**config.mk**
```make
export PLATFORM = sky130hd
export DESIGN_NAME = clock_time_ctrl
export DESIGN_NICKNAME = d
export VERILOG_FILES = /design/src/rtl/clock_pkg.sv /design/src/rtl/bcd2_counter.sv /design/src/rtl/clock_time_ctrl.sv
export SDC_FILE = /design/constraint.sdc
export NUM_CORES = 1
export LEC_CHECK = 0
export ABC_AREA = 1
export ABC_CLOCK_PERIOD_IN_PS = 3850
export CAP_MARGIN = 20
export CORE_MARGIN = 5
export CORE_UTILIZATION = 50
export CTS_CLUSTER_SIZE = 20
export DETAILED_ROUTE_END_ITERATION = 10
export PLACE_DENSITY = 0.7
export SYNTH_ARGS = -nofsm -noshare
export SYNTH_HDL_FRONTEND = slang
export SYNTH_SLANG_ARGS = --single-unit
```
**constraint.sdc**
```tcl
create_clock -name clk -period 3.85 [get_ports clk]
set_input_delay 0.5775 -clock clk [delete_from_list [all_inputs] [get_ports clk]]
set_output_delay 0.5775 -clock clk [all_outputs]
set_load 0.005 [all_outputs]
```
**src/rtl/clock_pkg.sv**
```systemverilog
// -----------------------------------------------------------------------------
// clock_pkg
//   Shared types and constants for the full-clock time-keeping slice.
//   - state_t   : controller mode encoding (RUN / SET_HR / SET_MIN)
//   - BCD_*     : two-digit BCD limit constants used by the digit chain
//   - bcd_inc() : +1 on a two-digit BCD value (ones wrap 9 -> 0 into tens)
// -----------------------------------------------------------------------------
package clock_pkg;

  typedef enum logic [1:0] {
    RUN     = 2'd0,
    SET_HR  = 2'd1,
    SET_MIN = 2'd2
  } state_t;

  localparam logic [7:0] BCD_00 = 8'h00;
  localparam logic [7:0] BCD_01 = 8'h01;
  localparam logic [7:0] BCD_11 = 8'h11;
  localparam logic [7:0] BCD_12 = 8'h12;
  localparam logic [7:0] BCD_23 = 8'h23;
  localparam logic [7:0] BCD_59 = 8'h59;

  // Wrap-to-minimum is handled by the caller; this only steps the digits.
  function automatic logic [7:0] bcd_inc(input logic [7:0] v);
    if (v[3:0] == 4'd9)
      return {v[7:4] + 4'd1, 4'd0};
    else
      return {v[7:4], v[3:0] + 4'd1};
  endfunction

endpackage

```
**src/rtl/bcd2_counter.sv**
```systemverilog
// -----------------------------------------------------------------------------
// bcd2_counter
//   Two-digit BCD counter running MIN_VAL..MAX_VAL, used for sec, min and hr.
//   Ports:
//     clk   in  1  rising-edge clock
//     rst   in  1  synchronous active-high reset, loads RST_VAL
//     inc   in  1  step by one (MAX_VAL wraps to MIN_VAL)
//     clr   in  1  load MIN_VAL, has priority over inc
//     q     out 8  [7:4] tens, [3:0] ones
//     wrap  out 1  combinational carry: inc while at MAX_VAL
// -----------------------------------------------------------------------------
module bcd2_counter #(
  parameter logic [7:0] MIN_VAL = 8'h00,
  parameter logic [7:0] MAX_VAL = 8'h59,
  parameter logic [7:0] RST_VAL = 8'h00
) (
  input  logic       clk,
  input  logic       rst,
  input  logic       inc,
  input  logic       clr,
  output logic [7:0] q,
  output logic       wrap
);
  import clock_pkg::*;

  // Full 8-bit compare against the limit; the carry is combinational so a
  // whole sec->min->hr ripple lands on one clock edge.
  assign wrap = inc & ~clr & (q == MAX_VAL);

  always_ff @(posedge clk) begin
    if (rst)
      q <= RST_VAL;
    else if (clr)
      q <= MIN_VAL;
    else if (inc)
      q <= (q == MAX_VAL) ? MIN_VAL : bcd_inc(q);
  end

endmodule

```
**src/rtl/clock_time_ctrl.sv**
```systemverilog
// -----------------------------------------------------------------------------
// clock_time_ctrl
//   Time-keeping and time-set controller: 1 Hz prescaler, BCD sec/min/hr chain,
//   button-driven RUN -> SET_HR -> SET_MIN mode machine and blink strobes.
//   Optional macro HOUR12_EN selects a 12-hour display (12,01..11) with pm.
//   Ports:
//     clk       in  1  board clock
//     rst       in  1  synchronous active-high reset
//     btn_mode  in  1  debounced async level, rising edge = mode step
//     btn_inc   in  1  debounced async level, rising edge = field increment
//     sec_bcd   out 8  seconds 00..59
//     min_bcd   out 8  minutes 00..59
//     hr_bcd    out 8  hours 00..23 (01..12 with HOUR12_EN)
//     set_mode  out 2  0 RUN, 1 SET_HR, 2 SET_MIN
//     blank_hr  out 1  blank hour digits
//     blank_min out 1  blank minute digits
//     tick      out 1  one-cycle 1 Hz pulse
//     pm        out 1  PM indicator (0 without HOUR12_EN)
// -----------------------------------------------------------------------------
module clock_time_ctrl #(
  parameter int TICK_DIV  = 50_000_000,
  parameter int BLINK_DIV = 12_500_000
) (
  input  logic       clk,
  input  logic       rst,
  input  logic       btn_mode,
  input  logic       btn_inc,
  output logic [7:0] sec_bcd,
  output logic [7:0] min_bcd,
  output logic [7:0] hr_bcd,
  output logic [1:0] set_mode,
  output logic       blank_hr,
  output logic       blank_min,
  output logic       tick,
  output logic       pm
);
  import clock_pkg::*;

  localparam int PW = (TICK_DIV > 1) ? $clog2(TICK_DIV) : 1;
  localparam int BW = (BLINK_DIV > 1) ? $clog2(BLINK_DIV) : 1;
  localparam logic [PW-1:0] TICK_LAST  = PW'(TICK_DIV - 1);
  localparam logic [BW-1:0] BLINK_LAST = BW'(BLINK_DIV - 1);

`ifdef HOUR12_EN
  localparam logic [7:0] HR_MIN = BCD_01;
  localparam logic [7:0] HR_MAX = BCD_12;
  localparam logic [7:0] HR_RST = BCD_12;
`else
  localparam logic [7:0] HR_MIN = BCD_00;
  localparam logic [7:0] HR_MAX = BCD_23;
  localparam logic [7:0] HR_RST = BCD_00;
`endif

  logic [2:0]    mode_sync, inc_sync;
  logic          mode_pulse, inc_pulse, inc_ok;
  state_t        state_q, state_d;
  logic          in_run, in_set_hr, in_set_min, set_exit;
  logic [PW-1:0] presc_q;
  logic [BW-1:0] blink_cnt;
  logic          blink_phase;
  logic          sec_wrap, min_wrap, hr_wrap_unused;
  logic          min_inc, hr_inc;

  // Two synchronizer flops plus one history flop per button; bit 0 is s1.
  always_ff @(posedge clk) begin
    if (rst) begin
      mode_sync <= 3'b000;
      inc_sync  <= 3'b000;
    end else begin
      mode_sync <= {mode_sync[1:0], btn_mode};
      inc_sync  <= {inc_sync[1:0], btn_inc};
    end
  end

  assign mode_pulse = mode_sync[1] & ~mode_sync[2];
  assign inc_pulse  = inc_sync[1] & ~inc_sync[2];
  // A mode step in the same cycle swallows the increment.
  assign inc_ok     = inc_pulse & ~mode_pulse;

  always_ff @(posedge clk) begin
    if (rst)
      state_q <= RUN;
    else
      state_q <= state_d;
  end

  // Mode sequencing; the unused encoding falls back to RUN.
  always_comb begin
    state_d = state_q;
    case (state_q)
      RUN:     if (mode_pulse) state_d = SET_HR;
      SET_HR:  if (mode_pulse) state_d = SET_MIN;
      SET_MIN: if (mode_pulse) state_d = RUN;
      default: state_d = RUN;
    endcase
  end

  assign in_run     = (state_q == RUN);
  assign in_set_hr  = (state_q == SET_HR);
  assign in_set_min = (state_q == SET_MIN);
  assign set_exit   = in_set_min & mode_pulse;
  assign set_mode   = state_q;

  // The prescaler is parked at 0 while hours are edited and restarted when
  // leaving SET_MIN, so the first second after a time-set is a full one.
  // It keeps counting in SET_MIN, but ticks only take effect in RUN.
  always_ff @(posedge clk) begin
    if (rst)
      presc_q <= '0;
    else if (in_set_hr || set_exit || presc_q == TICK_LAST)
      presc_q <= '0;
    else
      presc_q <= presc_q + PW'(1);
  end

  assign tick = in_run & (presc_q == TICK_LAST);

  // Carries into hr only come from a full sec+min rollover, never from a
  // minute increment made in SET_MIN.
  assign min_inc = sec_wrap | (in_set_min & inc_ok);
  assign hr_inc  = (sec_wrap & min_wrap) | (in_set_hr & inc_ok);

  bcd2_counter #(.MIN_VAL(BCD_00), .MAX_VAL(BCD_59), .RST_VAL(BCD_00)) u_sec (
    .clk(clk), .rst(rst), .inc(tick), .clr(set_exit), .q(sec_bcd), .wrap(sec_wrap)
  );

  bcd2_counter #(.MIN_VAL(BCD_00), .MAX_VAL(BCD_59), .RST_VAL(BCD_00)) u_min (
    .clk(clk), .rst(rst), .inc(min_inc), .clr(1'b0), .q(min_bcd), .wrap(min_wrap)
  );

  bcd2_counter #(.MIN_VAL(HR_MIN), .MAX_VAL(HR_MAX), .RST_VAL(HR_RST)) u_hr (
    .clk(clk), .rst(rst), .inc(hr_inc), .clr(1'b0), .q(hr_bcd), .wrap(hr_wrap_unused)
  );

`ifdef HOUR12_EN
  logic pm_q;

  // pm flips on the 11 -> 12 step only, whether it comes from a carry or
  // from an edit increment.
  always_ff @(posedge clk) begin
    if (rst)
      pm_q <= 1'b0;
    else if (hr_inc && hr_bcd == BCD_11)
      pm_q <= ~pm_q;
  end

  assign pm = pm_q;
`else
  assign pm = 1'b0;
`endif

  // Free-running blink divider, independent of mode.
  always_ff @(posedge clk) begin
    if (rst) begin
      blink_cnt   <= '0;
      blink_phase <= 1'b0;
    end else if (blink_cnt == BLINK_LAST) begin
      blink_cnt   <= '0;
      blink_phase <= ~blink_phase;
    end else begin
      blink_cnt <= blink_cnt + BW'(1);
    end
  end

  always_ff @(posedge clk) begin
    if (rst) begin
      blank_hr  <= 1'b0;
      blank_min <= 1'b0;
    end else begin
      blank_hr  <= in_set_hr & blink_phase;
      blank_min <= in_set_min & blink_phase;
    end
  end

endmodule

```
**After elaboration in Yosys (flattened, before gate mapping)**

Cells that the tools add are included.

- Logic and storage cells: 78
- Bits in registers: 85

- Add/sub/neg operators: 8
- Equality and inequality tests: 13
- Reductions and logical operators: 13
- Bitwise logic cells: 20
- Mux-type cells: 10

Operator list:

| operator | number |
|---|---|
| $mux W8 | 6 |
| $add A26 B1 Y26 const B | 1 |
| $eq A26 B26 Y1 const B | 1 |
| $add A24 B1 Y24 const B | 1 |
| $add A4 B1 Y4 const B | 6 |
| $eq A24 B24 Y1 const B | 1 |
| $eq A8 B7 Y1 const B | 2 |
| $and A1 B1 Y1 | 13 |
| $eq A4 B4 Y1 const B | 3 |
| $eq A8 B6 Y1 const B | 1 |
| $mux W2 | 3 |
| $ne A2 B2 Y1 const B | 3 |
| $pmux W2 S3 | 1 |
| $reduce_and A2 Y1 | 3 |
| $reduce_bool A2 Y1 | 3 |
| $reduce_or A2 Y1 | 3 |
| $not A1 Y1 | 5 |
| $reduce_and A3 Y1 | 1 |
| $eq A2 B1 Y1 const B | 1 |
| $eq A2 B2 Y1 const B | 1 |
| $logic_not A2 Y1 | 1 |
| $logic_or A1 B1 Y1 | 2 |
| $or A1 B1 Y1 | 2 |

**Longest topological paths before layout**

- Word-level depth: 11
- Depth in mapped cells: 12
- Gate-level depth less buffers: 12

**By module**

A second synthesis with hierarchy kept.

- Cell total of the unflattened synthesis: 645
- Area total of the unflattened synthesis: 4525.6 um^2

Modules (own cells, without submodules):

| module | area an instance (um^2) | cells each | instances |
|---|---|---|---|
| clock_time_ctrl | 3184.3 | 459 | 1 |
| bcd2_counter at u_min ... | 425.4 | 61 | 2 |
| bcd2_counter at u_hr | 490.5 | 64 | 1 |

**Least setup slack after synthesis**

OpenSTA, ideal clock, no wires.

- Path type: reg-to-reg
- Start: reg presc_q[0]
- End: reg u_hr.q[4]
- Setup slack: 2.147 ns
- Data arrival time: 1.590 ns
- Path buffers: 0
- Data required time: 3.737 ns
- Clock period less this slack: 1.703 ns
- Stages on the path, launching flop included: 11
- Cell sequence: dfxtp_1 > ha_1 > nand3_1 > nor2_1 > nand2_1 > nor2_2 > nand4_1 > nand2_2 > nand2_1 > nor2_1 > nor2_1

- Cells in the longest elaborated chain, start to end: 9

Ends and longest elaborated chain:

| what | RTL line | RTL |
|---|---|---|
| start, declared | clock_time_ctrl.sv:58 | `logic [PW-1:0] presc_q;` |
| start signal, assigned | clock_time_ctrl.sv:113 | `presc_q <= presc_q + PW'(1);` |
| $eq A26 B26 Y1 * | clock_time_ctrl.sv:116 | `assign tick = in_run & (presc_q == TICK_LAST);` |
| $and A1 B1 Y1 * | clock_time_ctrl.sv:116 |  |
| $and A1 B1 Y1 * (2 in a row) | bcd2_counter.sv:28 | `assign wrap = inc & ~clr & (q == MAX_VAL);` |
| $or A1 B1 Y1 | clock_time_ctrl.sv:120 | `assign min_inc = sec_wrap \| (in_set_min & inc_ok);` |
| $and A1 B1 Y1 | bcd2_counter.sv:28 |  |
| $and A1 B1 Y1 * | clock_time_ctrl.sv:121 | `assign hr_inc = (sec_wrap & min_wrap) \| (in_set_hr & inc_ok);` |
| $or A1 B1 Y1 * | clock_time_ctrl.sv:121 |  |
| $reduce_and A2 Y1 (no line) * | n/a |  |
| end signal, assigned | bcd2_counter.sv:36 | `q <= (q == MAX_VAL) ? MIN_VAL : bcd_inc(q);` |
| end, declared | bcd2_counter.sv:21 | `output logic [7:0] q,` |

Every way passes the cells marked *; elsewhere a longest branch is shown, timed or not.
A chain may end at the register's enable or synchronous reset.

**Worst setup path after layout**

- Start: reg presc_q[0]
- End: out tick

- Cells in the longest elaborated chain, start to end: 2

Ends and longest elaborated chain:

| what | RTL line | RTL |
|---|---|---|
| $eq A26 B26 Y1 | clock_time_ctrl.sv:116 |  |
| $and A1 B1 Y1 | clock_time_ctrl.sv:116 |  |
| end, declared | clock_time_ctrl.sv:34 | `output logic tick,` |

Every way passes these cells.

==> metrics.txt <==
Switching Share 0.251; Syn Std Cell Area roughly 4200 sq um; RSZ-0062 raised after global routing false; post-cts repair resize count 0; vias per inst between 5 and 6; final period utilization 0.700; Syn Area/Cell roughly 7 sq um; Pint ~1.1 mW; Synth Net Count a little over 600; final number of setup-violating endpoints 0; endpoints failing hold 0; Setup WS post-layout 1.15 ns; CTS buffer count 9; register area about 1700 sq um; die height a little over 100 um; DP HPWL ~6400 um; initial antenna violation count 0; count of input and output buffers 32; 1st-iter DRT viols 80; Max Freq 0.371 GHz; Nets approximately 640; largest net degree at the start of global routing 23; Core Box Area ~8200 sq um; crit path capture type primary output; area of the multi-input gates 2140 sq um; total gr overflow 0; Worst-path clk slew about 0.090 ns; pre-CTS WS around 1.2 ns; Vias 3706; warnings from Yosys 0; Seq pwr share 0.586; critical-path maximum fanout 4; setup TNS 0 ns; Slew headroom 0.564; Clock Latency Late Sink 0.36 ns; count of different cell masters after synthesis 33; n_diodes 0; most frequent cells in the layout 99 x nand2_1, 90 x inv_1, 85 x dfxtp_1; chip width between 100 and 150 um; Seq/Total Area, Yosys 0.403; drt pass-1 iters 6; initial core utilization 0.513; Syn Inst Count 588; Hold Buf Count CTS 0; GRT Util Overall 0.178; Psw 384 uW; FILL cells approximately 800; maximum VDD drop between 0.0002 and 0.00025 V; DIE AREA 10400 sq um; CTS Root Cell clkbuf_8; CTS tree built; fin. max-slew vios 0; htree depth 3; HP Class flop to flop; num rows 33; Hold Crit Start inc_sync[0]; Pleak 1.90 nW; WL/cell 11.7 um; first-pass GRT wire length about 15000 um; fraction of layout cells with a size suffix above 1 0.0634; Hold Path Sink inc_sync[1]; Reg-to-Reg Start blink_cnt[0]; clock group share of total power 0.382; CTS sink cnt 85; worst r2r path cells 8; R2R Path End blink_cnt[19]; Power Dens Cells 317 nW/um^2; Post-Route WL approximately 8600 um; outcome complete, no violations; cell depth of the worst hold path 2; Clock Skews ~0.014 ns; fin crit period between 2 and 3 ns; GP Congestion between 0.8 and 0.9; vias in the first global route roughly 3400; logic gate share of total power 0.032; Area after DPL between 4000 and 5000 sq um; Req. time, crit path 3.27 ns; Startpoint Class flop; final instance area roughly 4800 sq um; Post-CTS Setup Repair Bufs 0; Critical Path AT between 2 and 2.5 ns; Area Overhead vs Synth 14.3%; max-cap check violation count 0; Synth Register Bits 85; most common cell after layout, fill and taps aside nand2_1; flop-to-flop setup slack about 1.7 ns; clk buf depth 2; crit path kind flop to primary output; io pins 34; DRC 0; Worst-Margin Slew about 0.65 ns; Routed Antenna Nets 0
## cells in the mapped netlist (all sizes together)
master | n | share of area
inv | 93 | 0.083
nand4 | 16 | 0.025
a21oi | 33 | 0.039
xnor2 | 9 | 0.019
dfxtp | 85 | 0.40
nand3 | 44 | 0.055
clkbuf | 2 | 0.0018
a31oi | 2 | 0.0030
nor4 | 7 | 0.010
or2 | 3 | 0.0044
nand3b | 3 | 0.0053
nor2 | 92 | 0.088
conb | 1 | 0.00089
xor2 | 20 | 0.042
o21ai | 21 | 0.025
nand2 | 105 | 0.10
ha | 14 | 0.042
a22oi | 2 | 0.0036
buf | 4 | 0.0053
nor3 | 27 | 0.035
nor3b | 5 | 0.010
## stage by stage
step	cells	utilization	hold slack (ns)	power (mW)
floorplan	588	-	0.388	0.950
global placement	720	0.566	0.390	0.964
detailed placement	720	0.566	0.400	0.966
CTS	736	0.587	0.423	1.55
global route	736	0.587	0.453	1.60
finish	736	0.587	0.412	1.53
## worst max-delay path, stage by stage, from the launching register on
cell	delay, ns
dfxtp_1	0.39
ha_1	0.21
nand3_1	0.16
nor2_1	0.19
nand4_1	0.11
nor2_1	0.16
clkdlybuf4s50_1	0.54
## routing by layer
layer | global-route usage | up-vias | share of wire
li1 | - | 1964 | -
met2 | 0.283 | 48 | 0.46
met3 | 0.0334 | 10 | 0.032
met4 | 0.0605 | 0 | 0.013
met1 | 0.243 | 1684 | 0.49
met5 | 0 | - | 0
## cell families (layout without fill, tap and decap cells)
family,Yosys count,count (layout),share of synthesized area
adder cells (fa/ha/maj),14,14,0.0415
other,1,1,0.000889
flip-flops,85,85,0.403
AND/OR/NAND/NOR,302,302,0.334
buffers and inverters,99,142,0.0899
XOR/XNOR,29,29,0.0602
AO/OA/AOI/OAI,58,58,0.0706
## worst max-delay path by stage
| stage | from | to | slack, ns | cells past startpoint |
|---|---|---|---|---|
| 2_1_floorplan | presc_q[0] | u_hr.q[4] | 2.15 | 10 |
| 3_3_place_gp | rst | presc_q[12] | 1.25 | 5 |
| 3_5_place_dp | rst | presc_q[12] | 1.18 | 5 |
| 4_1_cts | presc_q[0] | tick | 1.12 | 6 |
| 5_1_grt | presc_q[0] | tick | 0.99 | 6 |
| 6_report | presc_q[0] | tick | 1.15 | 6 |
## flip-flops by register name, summed over array words and instances, names as in the netlist
name	flops
mode_sync	3
u_min.q	8
inc_sync	3
blink_cnt	24
blink_phase	1
blank_hr	1
set_mode	2
u_hr.q	8
u_sec.q	8
blank_min	1
presc_q	26
## cell type report
type,instances,share of cell area
Clock buffer,9,0.0257
Clock inverter,7,0.0101
Inverter,93,0.0724
Multi-Input combinational cell,404,0.444
Sequential cell,85,0.353
Tap cell,105,0.0273
Timing Repair Buffer,33,0.0680
## power by group through the flow
stage                     clock (mW)  sequential (mW)  combinational, mW
after floorplan                    0            0.915             0.0359
after global placement             0            0.915             0.0487
after detailed placement           0            0.916             0.0498
after global routing           0.645            0.898             0.0577
final                          0.584            0.895             0.0493
after CTS                      0.601            0.895             0.0500
Note: power is estimated with default switching activity, not from simulation.
